--- src/rtl/fir_seq_ctrl.sv ---
// Sequencer for an 11-tap FIR engine: takes samples from an AXI-Stream slave,
// keeps them in a ring buffer in the data BRAM, runs one MAC pass per sample
// against the tap BRAM and sends each result out on an AXI-Stream master.
// Ports:
//   axis_clk, axis_rst_n        clock, async active-low reset
//   ap_start, data_length       start pulse and sample count (latched on start)
//   ap_idle, ap_done            status (ap_done sticky until next start)
//   ss_*                        input stream (ss_tlast ignored)
//   sm_*                        output stream
//   tap_EN/tap_A/tap_Do         tap BRAM read port (1-cycle latency)
//   data_EN/WE/A/Di/Do          data BRAM port (1-cycle read latency)
module fir_seq_ctrl #(
   parameter int unsigned NUM_TAP = 11,
   parameter int unsigned DW      = 32,
   parameter int unsigned AW      = 12
) (
   input  logic          axis_clk,
   input  logic          axis_rst_n,
   input  logic          ap_start,
   input  logic [31:0]   data_length,
   output logic          ap_idle,
   output logic          ap_done,
   input  logic          ss_tvalid,
   input  logic [DW-1:0] ss_tdata,
   input  logic          ss_tlast,
   output logic          ss_tready,
   output logic          sm_tvalid,
   output logic [DW-1:0] sm_tdata,
   output logic          sm_tlast,
   input  logic          sm_tready,
   output logic          tap_EN,
   output logic [AW-1:0] tap_A,
   input  logic [DW-1:0] tap_Do,
   output logic          data_EN,
   output logic [3:0]    data_WE,
   output logic [AW-1:0] data_A,
   output logic [DW-1:0] data_Di,
   input  logic [DW-1:0] data_Do
);

   localparam int unsigned CW = $clog2(NUM_TAP + 1);

   typedef enum logic [2:0] {
      S_IDLE, S_CLEAR, S_WAIT_IN, S_MAC, S_OUT, S_DONE
   } state_e;

   state_e        state_q, state_d;
   logic [CW-1:0] clr_q, clr_d;
   logic [CW-1:0] k_q, k_d;
   logic [CW-1:0] rd_idx_q, rd_idx_d;
   logic [CW-1:0] head_q, head_d;
   logic [31:0]   cnt_q, cnt_d;
   logic [31:0]   len_q, len_d;
   logic [DW-1:0] acc_q, acc_d;
   logic          rd_vld_q, rd_vld_d;
   logic          ap_idle_q, ap_idle_d;
   logic          ap_done_q, ap_done_d;
   logic          ss_tready_q, ss_tready_d;
   logic          sm_tvalid_q, sm_tvalid_d;
   logic [DW-1:0] sm_tdata_q, sm_tdata_d;
   logic          sm_tlast_q, sm_tlast_d;
   logic          tap_en_q, tap_en_d;
   logic [AW-1:0] tap_a_q, tap_a_d;
   logic          data_en_q, data_en_d;
   logic [3:0]    data_we_q, data_we_d;
   logic [AW-1:0] data_a_q, data_a_d;

   logic [DW-1:0] prod_c;
   logic [CW-1:0] head_inc_c;
   logic [CW-1:0] rd_idx_dec_c;
   logic          ss_hs_c;
   logic          unused_ss_tlast;

   function automatic logic [AW-1:0] word_addr(input logic [CW-1:0] idx);
      return AW'({idx, 2'b00});
   endfunction

   // Low DW bits of a product are identical for signed and unsigned operands.
   assign prod_c       = tap_Do * data_Do;
   assign head_inc_c   = (head_q == CW'(NUM_TAP - 1)) ? '0 : head_q + CW'(1);
   assign rd_idx_dec_c = (rd_idx_q == '0) ? CW'(NUM_TAP - 1) : rd_idx_q - CW'(1);
   assign ss_hs_c      = ss_tvalid & ss_tready_q;
   assign unused_ss_tlast = ss_tlast;

   // State and datapath registers
   always_ff @(posedge axis_clk or negedge axis_rst_n) begin
      if (!axis_rst_n) begin
         state_q     <= S_IDLE;
         clr_q       <= '0;
         k_q         <= '0;
         rd_idx_q    <= '0;
         head_q      <= '0;
         cnt_q       <= '0;
         len_q       <= '0;
         acc_q       <= '0;
         rd_vld_q    <= 1'b0;
         ap_idle_q   <= 1'b1;
         ap_done_q   <= 1'b0;
         ss_tready_q <= 1'b0;
         sm_tvalid_q <= 1'b0;
         sm_tdata_q  <= '0;
         sm_tlast_q  <= 1'b0;
         tap_en_q    <= 1'b0;
         tap_a_q     <= '0;
         data_en_q   <= 1'b0;
         data_we_q   <= '0;
         data_a_q    <= '0;
      end else begin
         state_q     <= state_d;
         clr_q       <= clr_d;
         k_q         <= k_d;
         rd_idx_q    <= rd_idx_d;
         head_q      <= head_d;
         cnt_q       <= cnt_d;
         len_q       <= len_d;
         acc_q       <= acc_d;
         rd_vld_q    <= rd_vld_d;
         ap_idle_q   <= ap_idle_d;
         ap_done_q   <= ap_done_d;
         ss_tready_q <= ss_tready_d;
         sm_tvalid_q <= sm_tvalid_d;
         sm_tdata_q  <= sm_tdata_d;
         sm_tlast_q  <= sm_tlast_d;
         tap_en_q    <= tap_en_d;
         tap_a_q     <= tap_a_d;
         data_en_q   <= data_en_d;
         data_we_q   <= data_we_d;
         data_a_q    <= data_a_d;
      end
   end

   // Next state; registered outputs are computed for the state being entered
   always_comb begin
      state_d     = state_q;
      clr_d       = clr_q;
      k_d         = k_q;
      rd_idx_d    = rd_idx_q;
      head_d      = head_q;
      cnt_d       = cnt_q;
      len_d       = len_q;
      acc_d       = acc_q;
      rd_vld_d    = 1'b0;
      ap_done_d   = ap_done_q;
      ss_tready_d = ss_tready_q;
      sm_tvalid_d = sm_tvalid_q;
      sm_tdata_d  = sm_tdata_q;
      sm_tlast_d  = sm_tlast_q;
      tap_en_d    = tap_en_q;
      tap_a_d     = tap_a_q;
      data_en_d   = data_en_q;
      data_we_d   = data_we_q;
      data_a_d    = data_a_q;

      case (state_q)
         S_IDLE: begin
            if (ap_start) begin
               state_d   = S_CLEAR;
               len_d     = data_length;
               ap_done_d = 1'b0;
               cnt_d     = '0;
               head_d    = '0;
               clr_d     = '0;
               data_en_d = 1'b1;
               data_we_d = 4'hF;
               data_a_d  = word_addr('0);
            end
         end
         S_CLEAR: begin
            if (clr_q == CW'(NUM_TAP - 1)) begin
               data_we_d = '0;
               if (len_q == '0) begin
                  state_d   = S_DONE;
                  ap_done_d = 1'b1;
                  data_en_d = 1'b0;
                  data_a_d  = '0;
               end else begin
                  state_d     = S_WAIT_IN;
                  ss_tready_d = 1'b1;
                  data_a_d    = word_addr(head_q);
               end
            end else begin
               clr_d    = clr_q + CW'(1);
               data_a_d = word_addr(clr_q + CW'(1));
            end
         end
         S_WAIT_IN: begin
            // The write itself happens this cycle through data_WE/data_Di.
            if (ss_tvalid) begin
               state_d     = S_MAC;
               ss_tready_d = 1'b0;
               k_d         = '0;
               rd_idx_d    = head_q;
               acc_d       = '0;
               tap_en_d    = 1'b1;
               tap_a_d     = word_addr('0);
               data_a_d    = word_addr(head_q);
            end
         end
         S_MAC: begin
            rd_vld_d = (k_q < CW'(NUM_TAP));
            if (rd_vld_q) begin
               acc_d = acc_q + prod_c;
            end
            if (k_q < CW'(NUM_TAP - 1)) begin
               k_d      = k_q + CW'(1);
               rd_idx_d = rd_idx_dec_c;
               tap_a_d  = word_addr(k_q + CW'(1));
               data_a_d = word_addr(rd_idx_dec_c);
            end else if (k_q == CW'(NUM_TAP - 1)) begin
               k_d       = CW'(NUM_TAP);
               tap_en_d  = 1'b0;
               tap_a_d   = '0;
               data_en_d = 1'b0;
               data_a_d  = '0;
            end else begin
               state_d     = S_OUT;
               sm_tvalid_d = 1'b1;
               sm_tdata_d  = acc_d;
               sm_tlast_d  = ((cnt_q + 32'd1) == len_q);
            end
         end
         S_OUT: begin
            if (sm_tready) begin
               sm_tvalid_d = 1'b0;
               sm_tlast_d  = 1'b0;
               head_d      = head_inc_c;
               cnt_d       = cnt_q + 32'd1;
               if ((cnt_q + 32'd1) == len_q) begin
                  state_d   = S_DONE;
                  ap_done_d = 1'b1;
               end else begin
                  state_d     = S_WAIT_IN;
                  ss_tready_d = 1'b1;
                  data_en_d   = 1'b1;
                  data_a_d    = word_addr(head_inc_c);
               end
            end
         end
         S_DONE: begin
            state_d = S_IDLE;
         end
         default: begin
            state_d = S_IDLE;
         end
      endcase

      ap_idle_d = (state_d == S_IDLE);
   end

   assign ap_idle   = ap_idle_q;
   assign ap_done   = ap_done_q;
   assign ss_tready = ss_tready_q;
   assign sm_tvalid = sm_tvalid_q;
   assign sm_tdata  = sm_tdata_q;
   assign sm_tlast  = sm_tlast_q;
   assign tap_EN    = tap_en_q;
   assign tap_A     = tap_a_q;
   assign data_EN   = data_en_q;
   assign data_A    = data_a_q;
   // Sample write lands in the handshake cycle so the first MAC read sees it.
   assign data_WE   = data_we_q | {4{ss_hs_c}};
   assign data_Di   = ss_tready_q ? ss_tdata : '0;

endmodule

--- config.mk ---
export PLATFORM = sky130hd
export DESIGN_NAME = fir_seq_ctrl
export DESIGN_NICKNAME = d
export VERILOG_FILES = /design/src/rtl/fir_seq_ctrl.sv
export SDC_FILE = /design/constraint.sdc
export NUM_CORES = 2
export LEC_CHECK = 0
export ABC_AREA = 1
export BUFFER_PORTS_ARGS = -buffer_cell sky130_fd_sc_hd__buf_4
export CORE_AREA = 2 2 275 277
export CTS_CLUSTER_SIZE = 14
export DETAILED_ROUTE_END_ITERATION = 8
export DIE_AREA = 0 0 277 279
export GPL_TIMING_DRIVEN = 0
export HOLD_SLACK_MARGIN = 0.05
export PLACE_DENSITY = 0.6
export SLEW_MARGIN = 25
export SYNTH_ARGS = -nofsm -noshare
export SYNTH_HDL_FRONTEND = slang
export SYNTH_SLANG_ARGS = --single-unit
--- constraint.sdc ---
create_clock -name axis_clk -period 7.4 [get_ports axis_clk]
set_clock_uncertainty 0.1 [all_clocks]
set_input_delay 1.11 -clock axis_clk [delete_from_list [all_inputs] [get_ports axis_clk]]
set_output_delay 1.11 -clock axis_clk [all_outputs]
set_load 0.01 [all_outputs]
Word level (Yosys, flattened, before mapping)

Index checks and enable logic that the tools add are counted.

$add $sub $neg: 6
Multipliers: 1
Magnitude comparators: 2
Equal/unequal tests: 22
Muxes and demuxes: 73
Bitwise logic cells: 4
Reductions and logical operators: 26

Operators by type and width:

| operator                                                        | number |
|---|---|
| 32-bit two-way mux                                              | 5 |
| 32-bit case mux with 2 select lines                             | 2 |
| 12-bit two-way mux                                              | 9 |
| 12-bit case mux with 5 select lines                             | 1 |
| 4-bit two-way mux                                               | 12 |
| 4-bit case mux with 2 select lines                              | 5 |
| 32-bit by 1-bit adder with 32-bit output, second input constant | 1 |
| 32-bit adder                                                    | 1 |
| 32-bit equality test                                            | 1 |
| 32-bit zero test                                                | 1 |
| 32-bit by 32-bit multiplier with 32-bit output                  | 1 |
| 2-bit != test, second input constant                            | 13 |
| 3-bit two-way mux                                               | 8 |
| 12-bit case mux with 2 select lines                             | 1 |
| 1-bit two-way mux                                               | 22 |
| 3-bit AND reduction                                             | 6 |
| 6-bit AND reduction                                             | 3 |
| 3-bit case mux with 5 select lines                              | 1 |
| 4-bit by 1-bit adder with 4-bit output, second input constant   | 3 |
| 4-bit equality test, second input constant                      | 3 |
| 4-bit < comparator, second input constant                       | 2 |
| 4-bit AND reduction                                             | 2 |
| 8-bit AND reduction                                             | 1 |
| 2-bit nonzero test                                              | 4 |
| 18 further kinds                                                | 26 |

Register bits after elaboration: 183
Input port bits: 134
Output and inout port bits: 99
Word-level logic and storage cells: 154

Depth between registers and ports, before layout

Depth after elaboration: 6
Mapped depth: 38
Gate-level depth less buffers: 36

Worst setup path after synthesis

Ideal clock, no wire load.

Path type: input to register
From: input data_Do[5]
To: register acc_q[30]
Library setup time: 0.133 ns
Arrival time: 7.338 ns
Required time: 7.167 ns
Setup slack: -0.170 ns
Stages on the path: 27
Cells stage by stage: clkbuf_1 > buf_1 > nand2_1 > inv_1 > fa_1 > fa_1 > fa_1 > inv_1 > fa_1 > inv_1 > fa_1 > inv_1 > fa_1 > inv_1 > fa_1 > inv_1 > fa_1 > inv_1 > ha_1 > nand2_1 > nor4_1 > nand4_1 > nand3_1 > a31oi_1 > xor2_1 > o21ai_0 > o21ai_0

Word-level cells in the longest chain between the ends: 4

RTL lines:

| item                                           | RTL line | text |
|---|---|---|
| start, declared                                | 38       | `input logic [DW-1:0] data_Do` |
| 32-bit by 32-bit multiplier with 32-bit output | 79       | `assign prod_c = tap_Do * data_Do;` |
| 32-bit adder                                   | 202      | `acc_d = acc_q + prod_c;` |
| 32-bit two-way mux                             | 201      | `if (rd_vld_q) begin` |
| 32-bit case mux with 2 select lines            | 154      | `case (state_q)` |
| end signal, assigned                           | 95       | `acc_q <= '0;` |
| end signal, assigned                           | 116      | `acc_q <= acc_d;` |
| end, declared                                  | 54       | `logic [DW-1:0] acc_q, acc_d;` |

Every way passes these cells.
A chain may end at the register's enable or synchronous reset.

Worst setup path after layout

From: input tap_Do[12]
To: register acc_q[30]

Word-level cells in the longest chain between the ends: 4

RTL lines:

| item                                           | RTL line | text |
|---|---|---|
| start, declared                                | 33       | `input logic [DW-1:0] tap_Do,` |
| 32-bit by 32-bit multiplier with 32-bit output | 79       |  |
| 32-bit adder                                   | 202      |  |
| 32-bit two-way mux                             | 201      |  |
| 32-bit case mux with 2 select lines            | 154      |  |

Every way passes these cells.

==> out/metrics.yaml <==
status: "finished clean"
fin_cells: 4843
grt_pass1_wl_um: 133000
dp_hpwl_um: 72700
max_stage_delay_ps: 590
fin_crit_sh_pct: 98.9
synth-adder-area-share_pct: 39.2
dr.pass1.iters: 7
via_per_inst: 4.79
hold_class: "reg2reg"
holdPathEnd: "sm_tdata[3]$_DFFE_PN0P_"
path_clk_slew_ps: 70
grt.total_usage_pct: 22.5
arrival_ps: 7530
netlist_instances: 3624
cp.required_ps: 7610
ys_seq_area_share_pct: 15.3
row_count: 100
drc_errors: 0
antenna_found_initial: 3
period_needed_ps: 7320
fp.dieW_um: 277
reg2reg_to: "acc_q[30]$_DFFE_PN0P_"
startpoint: "tap_Do[12]"
grt_pass1_vias: 23100
crit_fanout: 12
critical_path_buf_inv_count: 10
synth_top_family_by_area: "adder cells"
fill_cells: 7690
finalSetupViolCount: 0
ys_warn_count: 0
clk_latency_ps: 440
cts_tree: "built"
r2r_slack_ps: 750
start_util_pct: 35.9
place_area_sq_um: 29400
rr_startpoint: "acc_q[18]$_DFFE_PN0P_"
wl_per_cell_um: 17.7
rsz0062_at_grt: "yes"
min_from: "sm_tdata[3]$_DFFE_PN0P_"
fmax_mhz: 137
synthArstFlopShare_pct: 100
hold_viol_final: 0
drtAntennaViolNets: 0
critPathKind: "in2reg"
area_growth_pct: 17.2
root_buffer: "clkbuf_16"
numPlacedInstances: 4805
core_sq_um: 74100
min_path_cells: 2
drtIter0Drc: 1897
wirelength_um: 85900
clock_sinks: 163
end_kind: "flop"
antenna_cells: 0
setup_ws_ps: 84.8
synth.area.mux_share_pct: 0
die_area_sq_um: 77300
start_kind: "input port"
ys_ff_latch: 163
synth_xor_xnor_area_share_pct: 1.94
num-nets-final: 4565
vias: 23200
cts_made_buffers: 17
cts_max_level: 4
synth.distinct_cells: 48
hold_ws_ps: 383
crit_family: "adder cells"
slew_violations: 0
avgSynthCellArea_sq_um: 7.34
timing.slew.headroom_pct: 45.8
chipHeight_um: 279
clk_path_buf_depth: 2
drive_above_1_share_pct: 12.5
routabilityCongestion: 0.957
netlist_area_sq_um: 26600
synth_compound_area_share_pct: 6.22
tightestPinTransition_ps: 814
synth_edf_count: 0
worst-r2r-cell-count: 23
synthFlopType: "dfrtp_1"
grt_max_degree: 89
drv_cap: 0
yosys.area_share.simple_pct: 20.1
place_ws_ps: -1610
grt-ovfl-total: 0
port_buffers: 196
final_cell_area_sq_um: 31200
slowest_stage: "fa_2"
io_pins: 233
-- kinds of logic (layout without fill, tap and decap cells) --
| kind of cell | count (synthesis) | count (layout) |
|---|---|---|
| adder cells (fa/ha/maj) | 570 | 570 |
| buffers and inverters | 1197 | 1432 |
| other | 1 | 16 |
| AND/OR/NAND/NOR | 1329 | 1329 |
| XOR/XNOR | 59 | 59 |
| AO/OA/AOI/OAI | 305 | 305 |
| flip-flops | 163 | 163 |
-- through the flow --
stage,setup TNS [ps],util (%)
after floorplan,0,-
after global placement,-46900,39.7
after detailed placement,-48350,39.7
after CTS,-2.06,41.1
after global routing,-642,42.1
final,0,42.1
-- synthesized netlist by cell type (2+ instances only) --
library cell | count | area share, %
buf_4 | 20 | 0.56
nor2_1 | 127 | 1.8
o21ai_1 | 11 | 0.21
o31ai_1 | 4 | 0.11
o21bai_1 | 3 | 0.085
buf_1 | 16 | 0.23
xnor2_1 | 17 | 0.56
inv_2 | 2 | 0.028
ha_1 | 132 | 6.2
and2_1 | 2 | 0.047
nor4_1 | 4 | 0.094
a31oi_1 | 3 | 0.071
nand3b_1 | 10 | 0.28
a21oi_1 | 71 | 1.3
nand4_2 | 2 | 0.094
nand3_1 | 104 | 2.0
fa_1 | 438 | 33
inv_1 | 1036 | 15
buf_2 | 5 | 0.094
nor3_1 | 18 | 0.34
nand4_1 | 23 | 0.54
xor2_1 | 42 | 1.4
nand2_2 | 5 | 0.12
dfrtp_1 | 162 | 15
or2_2 | 4 | 0.094
nor2_4 | 2 | 0.085
nand2_1 | 1018 | 14
nor2_2 | 5 | 0.12
o22ai_1 | 36 | 0.85
o21ai_0 | 154 | 2.9
o211ai_1 | 15 | 0.42
clkbuf_1 | 117 | 1.7
-- layout by cell type (no fill, tap or decap), types with 18 or more instances in the layout --
cell type,count
inv_1,1016
nand2_1,1004
fa_1,428
buf_4,233
dfrtp_1,162
nor2_1,122
ha_1,117
o21ai_0,116
nand3_1,100
a21oi_1,56
o21ai_1,41
xor2_1,40
clkbuf_1,39
o22ai_1,36
nand4_1,23
inv_2,22
buf_6,20
clkbuf_16,19
buf_8,18
-- worst min-delay path, delay by kind of cell (launching register included) --
| family | cells | cell delay (ps) |
|---|---|---|
| and+or+nand+nor | 1 | 50 |
| AOI/OAI and AO/OA | 1 | 60 |
| DFF | 1 | 340 |
-- layer usage --
metal	GRT usage [%]	wire, um	share of wire, %
met5	0	41	0.048
met3	3.89	6530	7.6
met2	37.6	41000	48
met4	4.64	1680	2.0
met1	30.7	36600	43
-- flip-flops by register name, indices dropped and copies added (netlist names), 3 cells and up --
| signal | flops |
|---|---|
| acc_q | 32 |
| sm_tdata | 32 |
| cnt_q | 32 |
| rd_idx_q | 4 |
| data_A | 4 |
| clr_q | 4 |
| state_q | 3 |
| tap_A | 3 |
| len_q | 32 |
| k_q | 4 |
| head_q | 4 |
-- repair_timing --
| action | CTS | global route |
|---|---|---|
| setup endpoints to repair | 41 | 38 |
| hold buffers | 0 | 0 |
| buffers inserted | 0 | 19 |
| gates resized for setup | 180 | 243 |
| gates cloned | 0 | 0 |
| pin swaps | 6 | 49 |
-- final cells by class --
cell class,count,area (sq um),area share (%)
buffer,145,1200,3.86
clock buffer,20,447,1.43
sequential,163,4080,13.1
multi-input combinational,2279,18500,59.4
inverter,1039,3900,12.5
clock inverter,12,101,0.325
tap,969,1210,3.89
timing repair buffer,216,1700,5.46
-- how the worst max path moves through the flow --
stage / to / slack, ps / cells after the start
3_5_place_dp: acc_q[30]$_DFFE_PN0P_ / -1610 / 27
4_1_cts: acc_q[28]$_DFFE_PN0P_ / -2 / 27
3_3_place_gp: acc_q[30]$_DFFE_PN0P_ / -1570 / 28
5_1_grt: sm_tdata[30]$_DFFE_PN0P_ / -140 / 29
6_report: acc_q[30]$_DFFE_PN0P_ / 80 / 27
2_1_floorplan: acc_q[30]$_DFFE_PN0P_ / 10 / 27
Power is not shown: default switching activity piles up to over one toggle a cycle in this logic, so the estimate is an artifact.
